**config.mk**
```make
export PLATFORM = sky130hd
export DESIGN_NAME = sum_delay_line
export DESIGN_NICKNAME = d
export VERILOG_FILES = /design/src/rtl/mac_buf_pkg.sv /design/src/rtl/mac_delay_stage.sv /design/src/rtl/sum_delay_line.sv
export SDC_FILE = /design/constraint.sdc
export NUM_CORES = 1
export LEC_CHECK = 0
export ABC_CLOCK_PERIOD_IN_PS = 38800
export BUFFER_PORTS_ARGS = -buffer_cell sky130_fd_sc_hd__buf_4
export CAP_MARGIN = 20
export CORE_MARGIN = 1
export CORE_UTILIZATION = 30
export CTS_CLUSTER_DIAMETER = 30
export CTS_CLUSTER_SIZE = 8
export DETAILED_ROUTE_END_ITERATION = 6
export SYNTH_ARGS = -nofsm -noshare
export SYNTH_HDL_FRONTEND = slang
export SYNTH_SLANG_ARGS = --single-unit
```
**constraint.sdc**
```tcl
create_clock -name clock -period 38.8 [get_ports clock]
set_input_delay 1.94 -clock clock [delete_from_list [all_inputs] [get_ports clock]]
set_output_delay 1.94 -clock clock [all_outputs]
set_load 0.1 [all_outputs]
```
**src/rtl/mac_buf_pkg.sv**
```systemverilog
// rtl/mac_buf_pkg.sv - shared widths and delay helpers for the MAC sum buffer
package mac_buf_pkg;

  localparam int DEFAULT_WIDTH = 32;
  localparam int DEFAULT_DEPTH = 14;

  function automatic int clog2(input int n);
    int r;
    int v;
    r = 0;
    v = n - 1;
    while (v > 0) begin
      r = r + 1;
      v = v >> 1;
    end
    return r;
  endfunction

  // A zero request still means "at least one stage"; oversize requests saturate.
  function automatic int clamp_delay(input int x, input int depth);
    if (x == 0) return 1;
    if (x > depth) return depth;
    return x;
  endfunction

endpackage

```
**src/rtl/mac_delay_stage.sv**
```systemverilog
// rtl/mac_delay_stage.sv - one {valid, data} stage of the sum delay line
module mac_delay_stage #(
  parameter int WIDTH = 32
) (
  input  logic             clock,
  input  logic             reset,
  input  logic             advance_i,
  input  logic             clear_i,
  input  logic             valid_i,
  input  logic [WIDTH-1:0] data_i,
  output logic             valid_o,
  output logic [WIDTH-1:0] data_o
);

  logic             valid_q, valid_d;
  logic [WIDTH-1:0] data_q, data_d;

  // Clearing only kills the valid tag; the data word is left as is.
  always_comb begin
    valid_d = valid_q;
    data_d  = data_q;
    if (clear_i) begin
      valid_d = 1'b0;
    end else if (advance_i) begin
      valid_d = valid_i;
      data_d  = data_i;
    end
  end

  always_ff @(posedge clock or posedge reset) begin
    if (reset) begin
      valid_q <= 1'b0;
      data_q  <= '0;
    end else begin
      valid_q <= valid_d;
      data_q  <= data_d;
    end
  end

  assign valid_o = valid_q;
  assign data_o  = data_q;

endmodule

```
**src/rtl/sum_delay_line.sv**
```systemverilog
// rtl/sum_delay_line.sv - stallable, flushable delay line with runtime tap; SUM_DELAY_OCC_EN adds the occ counter
module sum_delay_line
  import mac_buf_pkg::*;
#(
  parameter int WIDTH       = DEFAULT_WIDTH,
  parameter int DEPTH       = DEFAULT_DEPTH,
  parameter int RESET_DELAY = DEPTH
) (
  input  logic                         clock,
  input  logic                         reset,
  input  logic                         in_valid,
  input  logic [WIDTH-1:0]             in_data,
  input  logic                         stall,
  input  logic                         flush,
  input  logic [clog2(DEPTH+1)-1:0]    delay_sel,
  output logic                         in_ready,
  output logic                         out_valid,
  output logic [WIDTH-1:0]             out_data,
  output logic                         delay_busy,
  output logic [clog2(DEPTH+1)-1:0]    d_active
`ifdef SUM_DELAY_OCC_EN
  ,
  output logic [clog2(DEPTH+1)-1:0]    occ
`endif
);

  localparam int DW = clog2(DEPTH + 1);

  logic             advance;
  logic             accept;
  logic             pipe_empty;
  logic             change;
  logic             clear;
  logic [DW-1:0]    req_delay;
  logic [DW-1:0]    d_active_q, d_active_d;
  logic [DEPTH:0]   v_chain;
  logic [WIDTH-1:0] d_chain [DEPTH+1];

  assign advance    = !stall;
  assign accept     = in_valid & advance & !flush;
  assign in_ready   = advance;
  assign req_delay  = DW'(clamp_delay(int'(delay_sel), DEPTH));
  assign delay_busy = (req_delay != d_active_q);

  assign v_chain[0] = accept;
  assign d_chain[0] = in_data;

  for (genvar k = 1; k <= DEPTH; k++) begin : g_stage
    mac_delay_stage #(.WIDTH(WIDTH)) u_stage (
      .clock     (clock),
      .reset     (reset),
      .advance_i (advance),
      .clear_i   (clear),
      .valid_i   (v_chain[k-1]),
      .data_i    (d_chain[k-1]),
      .valid_o   (v_chain[k]),
      .data_o    (d_chain[k])
    );
  end

  always_comb begin
    out_valid = 1'b0;
    out_data  = '0;
    for (int k = 1; k <= DEPTH; k++) begin
      if (d_active_q == DW'(k)) begin
        out_valid = v_chain[k];
        out_data  = d_chain[k];
      end
    end
  end

`ifdef SUM_DELAY_OCC_EN
  logic          retire;
  logic [DW-1:0] occ_q, occ_d;

  assign retire = out_valid & advance;

  always_comb begin
    occ_d = occ_q;
    if (flush) occ_d = '0;
    else       occ_d = occ_q + DW'(accept) - DW'(retire);
  end

  always_ff @(posedge clock or posedge reset) begin
    if (reset) occ_q <= '0;
    else       occ_q <= occ_d;
  end

  assign occ        = occ_q;
  assign pipe_empty = (occ_q == '0);
`else
  // Beats past the tap are already retired, so only stages up to it count.
  always_comb begin
    pipe_empty = 1'b1;
    for (int k = 1; k <= DEPTH; k++) begin
      if (DW'(k) <= d_active_q && v_chain[k]) pipe_empty = 1'b0;
    end
  end
`endif

  // Retargeting also wipes every valid bit so beats stranded beyond the old tap never surface.
  assign change     = delay_busy & pipe_empty & !accept;
  assign clear      = flush | change;
  assign d_active_d = change ? req_delay : d_active_q;

  always_ff @(posedge clock or posedge reset) begin
    if (reset) d_active_q <= DW'(RESET_DELAY);
    else       d_active_q <= d_active_d;
  end

  assign d_active = d_active_q;

endmodule

```
## Word level (Yosys, flattened, before mapping)

Cells that the tools add are included.

| storage, ports and cells | value |
|---|---|
| register bits after elaboration | 466 |
| input bits | 41 |
| output and inout port bits | 39 |
| word-level logic and storage cells | 163 |

| cells by class | value |
|---|---|
| order comparisons | 15 |
| equality and inequality tests | 16 |
| mux-type cells | 77 |
| bitwise operators | 7 |
| reduce and logical (&&, ||, !) cells | 19 |

Operator list:

| operator | number |
|---|---|
| 2-to-1 mux 32 bit | 14 |
| 2-to-1 mux 1 bit | 60 |
| == test 4 bit, second input constant | 7 |
| less-or-equal comparator 4 bit, first input constant | 7 |
| == test 4 x 3 -> 1 bit, second input constant | 4 |
| less-or-equal comparator 3 x 4 -> 1 bit, first input constant | 4 |
| logical AND 1 bit | 14 |
| 2-to-1 mux 4 bit | 3 |
| == test 4 x 2 -> 1 bit, second input constant | 2 |
| less-or-equal comparator 2 x 4 -> 1 bit, first input constant | 2 |
| bitwise AND 1 bit | 4 |
| == test 4 x 1 -> 1 bit, second input constant | 1 |
| > comparator 4 bit, second input constant | 1 |
| less-or-equal comparator 1 x 4 -> 1 bit, first input constant | 1 |
| logical NOT 4 bit | 1 |
| != test 4 bit | 1 |
| logical NOT 1 bit | 3 |
| != test 2 x 1 -> 1 bit, second input constant | 1 |
| inverter 1 bit | 2 |
| AND reduction 2 bit | 1 |
| bitwise OR 1 bit | 1 |

## Depth between registers and ports, before layout

Gate-level depths: netlist (run 1).

| depth | value |
|---|---|
| depth after elaboration | 21 |
| mapped depth | 10 |
| mapped depth without buffers | 5 |

## Modules after synthesis

A second synthesis (run 1) with hierarchy kept.

| unflattened totals | value |
|---|---|
| cells, all modules | 1789 |
| area, all modules | 24496.0 µm² |

Modules (own cells, without submodules):

| module | instances | cells each | area each (µm²) | sequential area each (µm²) |
|---|---|---|---|---|
| mac_delay_stage | 14 | 73 | 1401.3 | 825.8 |
| sum_delay_line | 1 | 767 | 4877.2 | 103.8 |

## Worst setup path before layout (run 1)

OpenSTA, ideal clock, no wires.

| path | value |
|---|---|
| path kind | register -> output |
| start | register d_active_q[2] (netlist: d_active[2]) |
| end | output port out_data[0] |
| data arrival time | 4.489 ns |
| data required time | 36.860 ns |
| setup slack | 32.371 ns |
| stages on the path, launching flop included | 9 |
| path buffers | 4 |
| cell sequence | dfstp_2 buf_2 clkbuf_1 buf_1 clkbuf_1 o22ai_1 a311oi_1 a211oi_1 nor3_1 |

| between the ends | value |
|---|---|
| cells in the longest elaborated chain, start to end | 15 |
| elaborated cells on any way between the ends | 28 |
| those cells by class | eq/ne (14); mux (14) |

RTL lines:

| what | RTL line | text |
|---|---|---|
| from (decl) | sum_delay_line.sv:35 | `logic [DW-1:0] d_active_q, d_active_d;` |
| from (signal assigned) | sum_delay_line.sv:107 | `if (reset) d_active_q <= DW'(RESET_DELAY);` |
| from (signal assigned) | sum_delay_line.sv:108 | `else d_active_q <= d_active_d;` |
| == test 4 x 1 -> 1 bit | sum_delay_line.sv:65 | `if (d_active_q == DW'(k)) begin` |
| 2-to-1 mux 32 bit (13 in a row) | sum_delay_line.sv:65 |  |
| 2-to-1 mux 32 bit (*) | sum_delay_line.sv:65 |  |
| to (decl) | sum_delay_line.sv:18 | `output logic [WIDTH-1:0] out_data,` |

Every way passes the cells marked *; elsewhere a longest branch is shown, timed or not.

## Worst setup path in the final report (run 1)

Ends and elaborated chain as after synthesis.

==> flow_summary.toml, run 1 <==
[yosys]
ys_ff_latch = 466
synth_area_leaders = "dfrtp_1 49%, mux2_4 27%, buf_12 3.7%"
synth_edf_count = 0
postSynthCellCount = 1661
syn_area_um2 = 23600
yosysWarnings = 0
syn_nets = 1702
synth_cell_types = 61
synthFlopType = "dfrtp_1"
seq_area_frac_synth_pct = 49.4
yosys-top-cells-count = "463 x dfrtp_1, 420 x mux2_4, 69 x o22ai_1, 66 x clkbuf_1, 63 x nor3_1"
synthArstFlopShare_pct = 100
synth_top_area_share_pct = 49.0
avgSynthCellArea_um2 = 14.2
synth_top_area_cell = "dfrtp_1"
yosys.cell_count.top_type = "dfrtp_1"

[power_and_ir_drop]
pwr-share-comb_pct = 27.9
power.internal_mw = 1.46
power.leakage_nw = 12.8
p_switching_mw = 0.714
power_mw = 2.17
clockPowerShare_pct = 38.2
switching_share_pct = 32.9
powerDensity_nw_per_um2 = 78.0
power_frac_seq_pct = 33.8
ir_worst_vdd_mv = 0.0358

[global_route]
overflow = 0
grt_use_total_pct = 14.9
grt_pass1_vias = 15100
grt_max_degree = 125
antenna_found_initial = 1
grt_pass1_wl_um = 92800

[detailed_routing]
avgViaCountPerCell = 5.01
drt_iter0_drc = 1183
drt-wirelength-per-cell_um = 20.6
drt_first_pass_iters = 5
drcViolationCount = 0
wirelength_um = 58700
via_count = 14300
final_antenna_net_count = 0

[placement]
dpl.hpwl_um = 35300
gp_congestion = 0.779
io_buffers = 79

[min_path]
hp-start = "g_stage[14].u_stage.data_o[7]"
hold_class = "flop to flop"

[clock_tree]
post_cts_buffers = 0
clockBufferDepth = 3
cts_hold_buf = 0
cts_max_level = 3
clkTransAtPathRegs_ps = 50
cts_tree = "done"
cts_num_sinks = 466
cts_resized = 0
insertion_delay_ps = 620
cts_root_buf = "clkbuf_16"
tritoncts.num_buffers = 93

[sta]
hold_viol = 0
max_freq_mhz = 154
slew_viol_final = 0
clock_skew_ps = 18.8
fin_setup_tns_ps = 0
max_slew.worst_pin.slew_ps = 1070
rsz0062_at_grt = "false"
layout_worst_path_cycle_share_pct = 16.7
period_minus_slack_ps = 6500
setup_viol = 0
slew_headroom_pct = 28.5

[critical_path]
crit_start = "d_active[2]"
critPathCaptureType = "output port"
worstSetupPathType = "flop to output port"
start_kind = "flop"
required_ps = 36860
r2r_start = "d_active[3]"
path_max_fanout = 46
cp.arrival_ps = 4560

[final_layout]
drive_above_1_share_pct = 41.5
multi_input_area_um2 = 10700
areaGrowthSynthToFinish_pct = 17.8
diodes = 0
regArea_um2 = 11700
finalNetCount = 1778
fillers = 7334

[floorplanning]
die_x_um = 283
num_rows = 102
die_area_um2 = 79900
start_util_pct = 30.4
die_h_um = 283
core_area_um2 = 77700
io_pins = 80

[run_status]
status = "finished clean"

[job]
cap_viol_max_count = 0
[stage by stage]
| step | cells | hold slack [ps] | instance area, um^2 | util (%) | setup WS [ps] |
|---|---|---|---|---|---|
| floorplan | 1661 | 482 | 23600 | - | 23870 |
| global placement | 2680 | 496 | 24500 | 31.6 | 31920 |
| detailed placement | 2681 | 494 | 24500 | 31.6 | 31800 |
| CTS | 2847 | 511 | 27800 | 35.8 | 32350 |
| global route | 2848 | 524 | 27800 | 35.8 | 32130 |
| finish | 2848 | 510 | 27800 | 35.8 | 32300 |
[worst max-delay path, stage by stage (launching register included)]
cell and delay [ps]:
dfstp_4 1000, buf_4 620, or2_2 720, o21ai_0 160, a311oi_1 240, a211oi_1 120, nor3_1 630, buf_4 420
[registers in the layout, indices dropped and copies added, names as in the netlist]
register                 flops
g_stage.u_stage.valid_o     14
g_stage.u_stage.data_o     448
d_active                     4
[power by group through the flow]
stage                     Sequential (mW)  Combinational, mW  Clock [mW]
final                               0.734              0.606       0.830
after global routing                0.751              0.642       0.868
after CTS                           0.733              0.609       0.842
after detailed placement            0.738              0.605           0
after global placement              0.729              0.597           0
after floorplan                     0.696              0.497           0
[area by class of cell]
type / count / area share (%)
multi-input combinational: 1053 / 38.4
inverter: 8 / 0.135
clock inverter: 43 / 2.33
timing repair buffer: 115 / 3.17
sequential: 466 / 41.9
tap: 1040 / 4.68
clock buffer: 123 / 9.38
[worst paths after layout]
path | to | slack, ps | cells past startpoint
setup / recovery | out_data[0] | 32300 | 7
hold / removal | g_stage[14].u_stage.data_o[7] | 510 | 1
setup reg to reg | g_stage[2].u_stage.data_o[10] | 32460 | 9
hold reg to reg | g_stage[14].u_stage.data_o[7] | 510 | 1
max in group asynchronous | g_stage[10].u_stage.data_o[28] | 35040 | 5
min in group asynchronous | g_stage[7].u_stage.data_o[11] | 1510 | 2
[cell families (layout without fill, tap and decap cells)]
group | count (synthesis) | in the layout | share of synthesized area [%]
buf+inv | 142 | 289 | 5.52
fa+ha+maj | 1 | 1 | 0.0477
mux | 511 | 511 | 30.8
xor+xnor | 3 | 3 | 0.111
flops | 466 | 466 | 49.4
compound gates | 345 | 345 | 10.3
simple gates | 193 | 193 | 3.83
[routing by layer]
layer  up-vias  GRT usage, %  part of all wire, %  routed length [um]
li1       6357             -                    -                   -
met5         -             0                    0                   0
met1      7462          21.2                   48               28100
met2       353          22.6                   45               26600
met4         0          5.70                  2.3                1360
met3        88          2.32                  4.4                2610
[placed cells by master (no fill, tap or decap), types with 15 or more instances in the layout]
master       n
nand2_1     58
o21ai_0     59
a31oi_1     21
o221ai_1    24
mux2_2      45
nor2_1      37
a21oi_1     21
a2bb2oi_1   21
mux2_4     420
nor3_1      63
mux2i_1     46
a21o_1      31
dfrtp_1    462
buf_4      114
clkinv_2    16
a22o_1      26
bufinv_16   15
a22oi_1     25
o22ai_1     69
clkbuf_8    15
clkbuf_16   94
(Power assumes the default switching activity.)
==> run 2, diff against run 1 <==
--- a/config.mk
+++ b/config.mk
@@ -5,7 +5,7 @@
 export SDC_FILE = /design/constraint.sdc
 export NUM_CORES = 1
 export LEC_CHECK = 0
-export ABC_CLOCK_PERIOD_IN_PS = 38800
+export ABC_CLOCK_PERIOD_IN_PS = 6700
 export BUFFER_PORTS_ARGS = -buffer_cell sky130_fd_sc_hd__buf_4
 export CAP_MARGIN = 20
 export CORE_MARGIN = 1
==> constraint.sdc (replaced) <==
create_clock -name clock -period 6.7 [get_ports clock]
set_input_delay 0.335 -clock clock [delete_from_list [all_inputs] [get_ports clock]]
set_output_delay 0.335 -clock clock [all_outputs]
set_load 0.1 [all_outputs]
==> run 2 against run 1 <==
Combinational power grew to 5.8 times the previous value. Highest routed layer is now met5. Critical path type unchanged. Largest power group unchanged. Via count grew 0.56%. Clock skew grew 15 ps. Sequential cell count is the same.
==> flow_summary.toml, run 2 (synthesis results as in run 1) <==
[global_route]
overflow = 0
grt_max_degree = 171
met1_usage_pct = 20.3
grt_use_total_pct = 14.3
grt_pass1_wl_um = 90500
grt_pass1_vias = 15200
antenna_found_initial = 2
top_usage_layer = "met2"
use_met3_pct = 2.97
grt_use_met2_pct = 21.4

[sta]
timing.hold.ws_ps = 39.6
max_freq_mhz = 218
rsz0062_at_grt = "false"
setup_viol = 0
hold_viol = 0
slew_viol_final = 0
clock_skew_ps = 33.3
period_minus_slack_ps = 4600
layout_worst_path_cycle_share_pct = 68.6
max_slew.worst_pin.slew_ps = 1020
slew_headroom_pct = 31.6
fin_setup_tns_ps = 0

[clock_tree]
cts_resized = 0
cts_root_buf = "clkbuf_16"
cts_tree = "done"
clockBufferDepth = 3
cts_max_level = 3
tritoncts.num_buffers = 89
post_cts_buffers = 0
clkTransAtPathRegs_ps = 50
insertion_delay_ps = 620
cts_num_sinks = 466
cts_hold_buf = 34

[floorplanning]
die_h_um = 283
die_x_um = 283
num_rows = 102
die_area_um2 = 79900
io_pins = 80
core_area_um2 = 77700
start_util_pct = 30.4

[final_layout]
drive_above_1_share_pct = 40.3
layout_common_cells = "462 x dfrtp_1, 420 x mux2_4, 102 x buf_4, 89 x clkbuf_16, 69 x o22ai_1"
finalNetCount = 1802
areaGrowthSynthToFinish_pct = 18.2
final_common_cell = "dfrtp_1"
diodes = 0
largest_reg_flops = 448

[critical_path]
critPathCaptureType = "output port"
required_ps = 6360
worstSetupPathType = "flop to output port"
r2r-end = "g_stage[5].u_stage.data_o[3]"
r2r_start = "d_active[2]"
path_max_fanout = 53
start_kind = "flop"
r2r_slack_ps = 2630
cp.arrival_ps = 4260
reg2reg_depth = 6

[detailed_routing]
avgViaCountPerCell = 5.01
drt-wirelength-per-cell_um = 19.8
final_antenna_net_count = 0
via_count = 14300
drt_iter0_drc = 1204
drt_first_pass_iters = 5
wirelength_um = 56600
drcViolationCount = 0

[min_path]
hold_class = "input pin to flop"
hp-start = "delay_sel[2]"
hold_path_depth = 2
worst_hold_path.endpoint = "d_active[2]"

[placement]
gp_congestion = 0.809
dpl.hpwl_um = 35100
io_buffers = 79

[run_status]
status = "finished clean"

[power_and_ir_drop]
ir_worst_vdd_mv = 0.203
powerDensity_nw_per_um2 = 433
power.leakage_nw = 12.8

[job]
cap_viol_max_count = 0
run 2: changes by cell type in the layout (fill, tap and decap cells not counted), sizes merged:
cell	previous run	this run
clkinvlp	5	11
clkbuf	123	115
clkinv	20	21
dlygate4sd3	0	34
bufinv	15	6
buf	115	109
inv	11	10
run 2: worst max path at each step:
stage / start / end / cells after the start
after global placement: d_active[2] / g_stage[14].u_stage.data_o[5] / 6
after global routing: d_active[3] / out_data[21] / 7
after detailed placement: d_active[2] / g_stage[11].u_stage.data_o[5] / 6
final: d_active[1] / out_valid / 7
after CTS: d_active[1] / out_valid / 7
after floorplan: reset / d_active[0] / 1
run 2: area by class of cell:
cell class / count / area, um^2
flip-flops and latches: 466 / 11700
clock buffers: 115 / 2460
multi-input cells: 1053 / 10700
fillers: 7350 / 49800
inverters: 8 / 33.8
clock inverters: 40 / 520
well taps: 1040 / 1300
repair buffers: 143 / 1250
run 2: power breakdown:
| part | internal (mW) | switching [mW] |
|---|---|---|
| clock | 2.83 | 1.51 |
| combinational | 1.60 | 1.91 |
| sequential | 3.55 | 0.696 |
| total | 7.98 | 4.12 |
run 2: worst max-delay path: stages, from the launching register on:
cell	delay (ps)
dfstp_4	840
buf_4	610
or2_2	700
o221ai_1	200
o31ai_1	100
a222oi_1	130
o21ai_0	640
buf_4	420
run 2: layer usage:
layer	share of wire (%)	wire length (um)
met5	0.057	32
met2	45	25400
met4	2.3	1310
met3	5.5	3100
met1	47	26700
run 2: stage by stage:
step	setup slack, ps	cells	area (um^2)	power, mW	utilization [%]
6_report	2100	2865	27900	12.1	35.9
5_1_grt	1970	2865	27900	12.6	35.9
4_1_cts	2110	2865	27900	12.2	35.9
3_5_place_dp	2700	2676	24600	7.77	31.6
3_3_place_gp	2760	2675	24600	7.68	31.6
2_1_floorplan	58.5	1661	23600	6.91	-
==> run 3, diff against run 2 <==
--- a/config.mk
+++ b/config.mk
@@ -5,7 +5,7 @@
 export SDC_FILE = /design/constraint.sdc
 export NUM_CORES = 1
 export LEC_CHECK = 0
-export ABC_CLOCK_PERIOD_IN_PS = 6700
+export ABC_CLOCK_PERIOD_IN_PS = 4100
 export BUFFER_PORTS_ARGS = -buffer_cell sky130_fd_sc_hd__buf_4
 export CAP_MARGIN = 20
 export CORE_MARGIN = 1
==> constraint.sdc (replaced) <==
create_clock -name clock -period 4.1 [get_ports clock]
set_input_delay 0.205 -clock clock [delete_from_list [all_inputs] [get_ports clock]]
set_output_delay 0.205 -clock clock [all_outputs]
set_load 0.1 [all_outputs]
==> run 3 against run 2 <==
Die area is the same. Clock-buffer cell count rose by 5. Final area increased by 1.0%. Largest power group unchanged. Cell count increased by 1.1%. Highest routed layer is now met4. Sequential share of layout area is 0.43 points lower. Worst hold slack better by 31 ps. Critical endpoint is now out_data[10]. Sequential power rose by 64%. Routed wire length is 0.44% higher. Critical path depth unchanged.
==> flow_summary.toml, run 3 (synthesis results as in run 1) <==
[floorplanning]
die_area_um2 = 79900
die_x_um = 283
core_area_um2 = 77700
num_rows = 102
io_pins = 80
die_h_um = 283
start_util_pct = 30.4

[min_path]
hold_path_depth = 3
hp-start = "in_valid"
hold_class = "input pin to flop"
worst_hold_path.endpoint = "g_stage[1].u_stage.valid_o"

[global_route]
grt_max_degree = 141
overflow = 0
grt_use_total_pct = 14.3
grt_pass1_vias = 15000
antenna_found_initial = 2
grt_pass1_wl_um = 90100

[clock_tree]
cts_root_buf = "clkbuf_16"
cts_num_sinks = 466
clockBufferDepth = 3
insertion_delay_ps = 620
post_cts_buffers = 0
cts_resized = 0
tritoncts.num_buffers = 88
cts_tree = "done"
clkTransAtPathRegs_ps = 40
cts_max_level = 3

[final_layout]
layout_common_cells = "462 x dfrtp_1, 420 x mux2_4, 122 x buf_4, 89 x clkbuf_16, 69 x o22ai_1"
final_common_cell = "dfrtp_1"
largest_reg_flops = 448
diodes = 0
areaGrowthSynthToFinish_pct = 19.4
drive_above_1_share_pct = 41.2
finalNetCount = 1833
fin_util_pct = 36.3

[critical_path]
reg2reg_depth = 7
crit_slowest_cell = "dfstp_4"
path_max_fanout = 39
path_cells = "buf_4 -> o21ai_0 -> a2bb2oi_1 -> o221ai_1 -> o21ai_0 -> a22o_1 -> buf_4"
crit_start = "d_active[1]"
worstSetupPathType = "flop to output port"
r2r_start = "d_active[2]"
r2r_slack_ps = 800
cp.arrival_ps = 3720
slowest_delay_ps = 910
cp_top_family = "compound AO/OA/AOI/OAI gates"
start_kind = "flop"
required_ps = 3890
cp_num_buf_inv = 2
critPathCaptureType = "output port"
r2r-end = "g_stage[4].u_stage.data_o[15]"

[placement]
pre_cts_ws_ps = 835
io_buffers = 79
dpl.hpwl_um = 36500
gp_congestion = 0.790

[detailed_routing]
wirelength_um = 56900
avgViaCountPerCell = 4.95
drcViolationCount = 0
via_count = 14400
drt_first_pass_iters = 5
drt_iter0_drc = 1154
final_antenna_net_count = 0
drt-wirelength-per-cell_um = 19.6

[power_and_ir_drop]
power_mw = 19.8
ir_worst_vdd_mv = 0.363
powerDensity_nw_per_um2 = 700
power.leakage_nw = 13.0

[sta]
fin_setup_tns_ps = 0
clock_skew_ps = 22.1
timing.hold.ws_ps = 71.0
slew_viol_final = 0
hold_viol = 0
setup_viol = 0
layout_worst_path_cycle_share_pct = 95.8
max_freq_mhz = 255
max_slew.worst_pin.slew_ps = 776
slew_headroom_pct = 48.3
rsz0062_at_grt = "false"
period_minus_slack_ps = 3930
worst_slack_ps = 173

[job]
cap_viol_max_count = 0

[run_status]
status = "finished clean"
==> run 3: area by class of cell <==
class / instances / area, um^2
multi-input cells: 1053 / 10700
clock buffers: 120 / 2530
flip-flops and latches: 466 / 11700
inverters: 8 / 33.8
clock inverters: 35 / 383
repair buffers: 175 / 1600
fillers: 7358 / 49500
well taps: 1040 / 1300
==> run 3: metal layers <==
metal | GRT usage, % | up-vias | routed length, um
met5 | 0.366 | - | 0
met4 | 5.52 | 0 | 1420
met3 | 2.77 | 90 | 3080
met2 | 21.0 | 352 | 25400
met1 | 20.6 | 7425 | 27000
li1 | - | 6486 | -
==> run 3: repair_timing <==
| item | CTS | global route |
|---|---|---|
| endpoints found under the hold margin | 66 | 0 |
| endpoints found under the setup margin | 0 | 0 |
| hold buffers | 38 | 0 |
==> run 3: power by group <==
group	leakage [nW]	total, mW	internal [mW]	switching, mW
Sequential	6.22	6.96	5.81	1.15
Clock	1.44	7.01	4.62	2.40
Combinational	5.33	5.78	2.67	3.11
Total	13.0	19.8	13.1	6.66
==> run 3: metrics by stage <==
stage,instance area [um^2],cells
2_1_floorplan,23700,1661
3_3_place_gp,24900,2704
3_5_place_dp,24900,2704
4_1_cts,28200,2897
5_1_grt,28200,2897
6_report,28200,2897
==> run 3: worst min-delay path: stages <==
cell and delay, ps:
buf_4 110, or3b_1 230, o31ai_1 90
==> run 3: how the worst max path moves through the flow <==
stage,to,slack (ps),cells after the start
3_3_place_gp,out_data[10],860,7
2_1_floorplan,d_active[0],-2410,1
5_1_grt,out_data[11],80,7
3_5_place_dp,g_stage[2].u_stage.data_o[6],830,7
6_report,out_data[10],170,7
4_1_cts,out_data[10],180,7
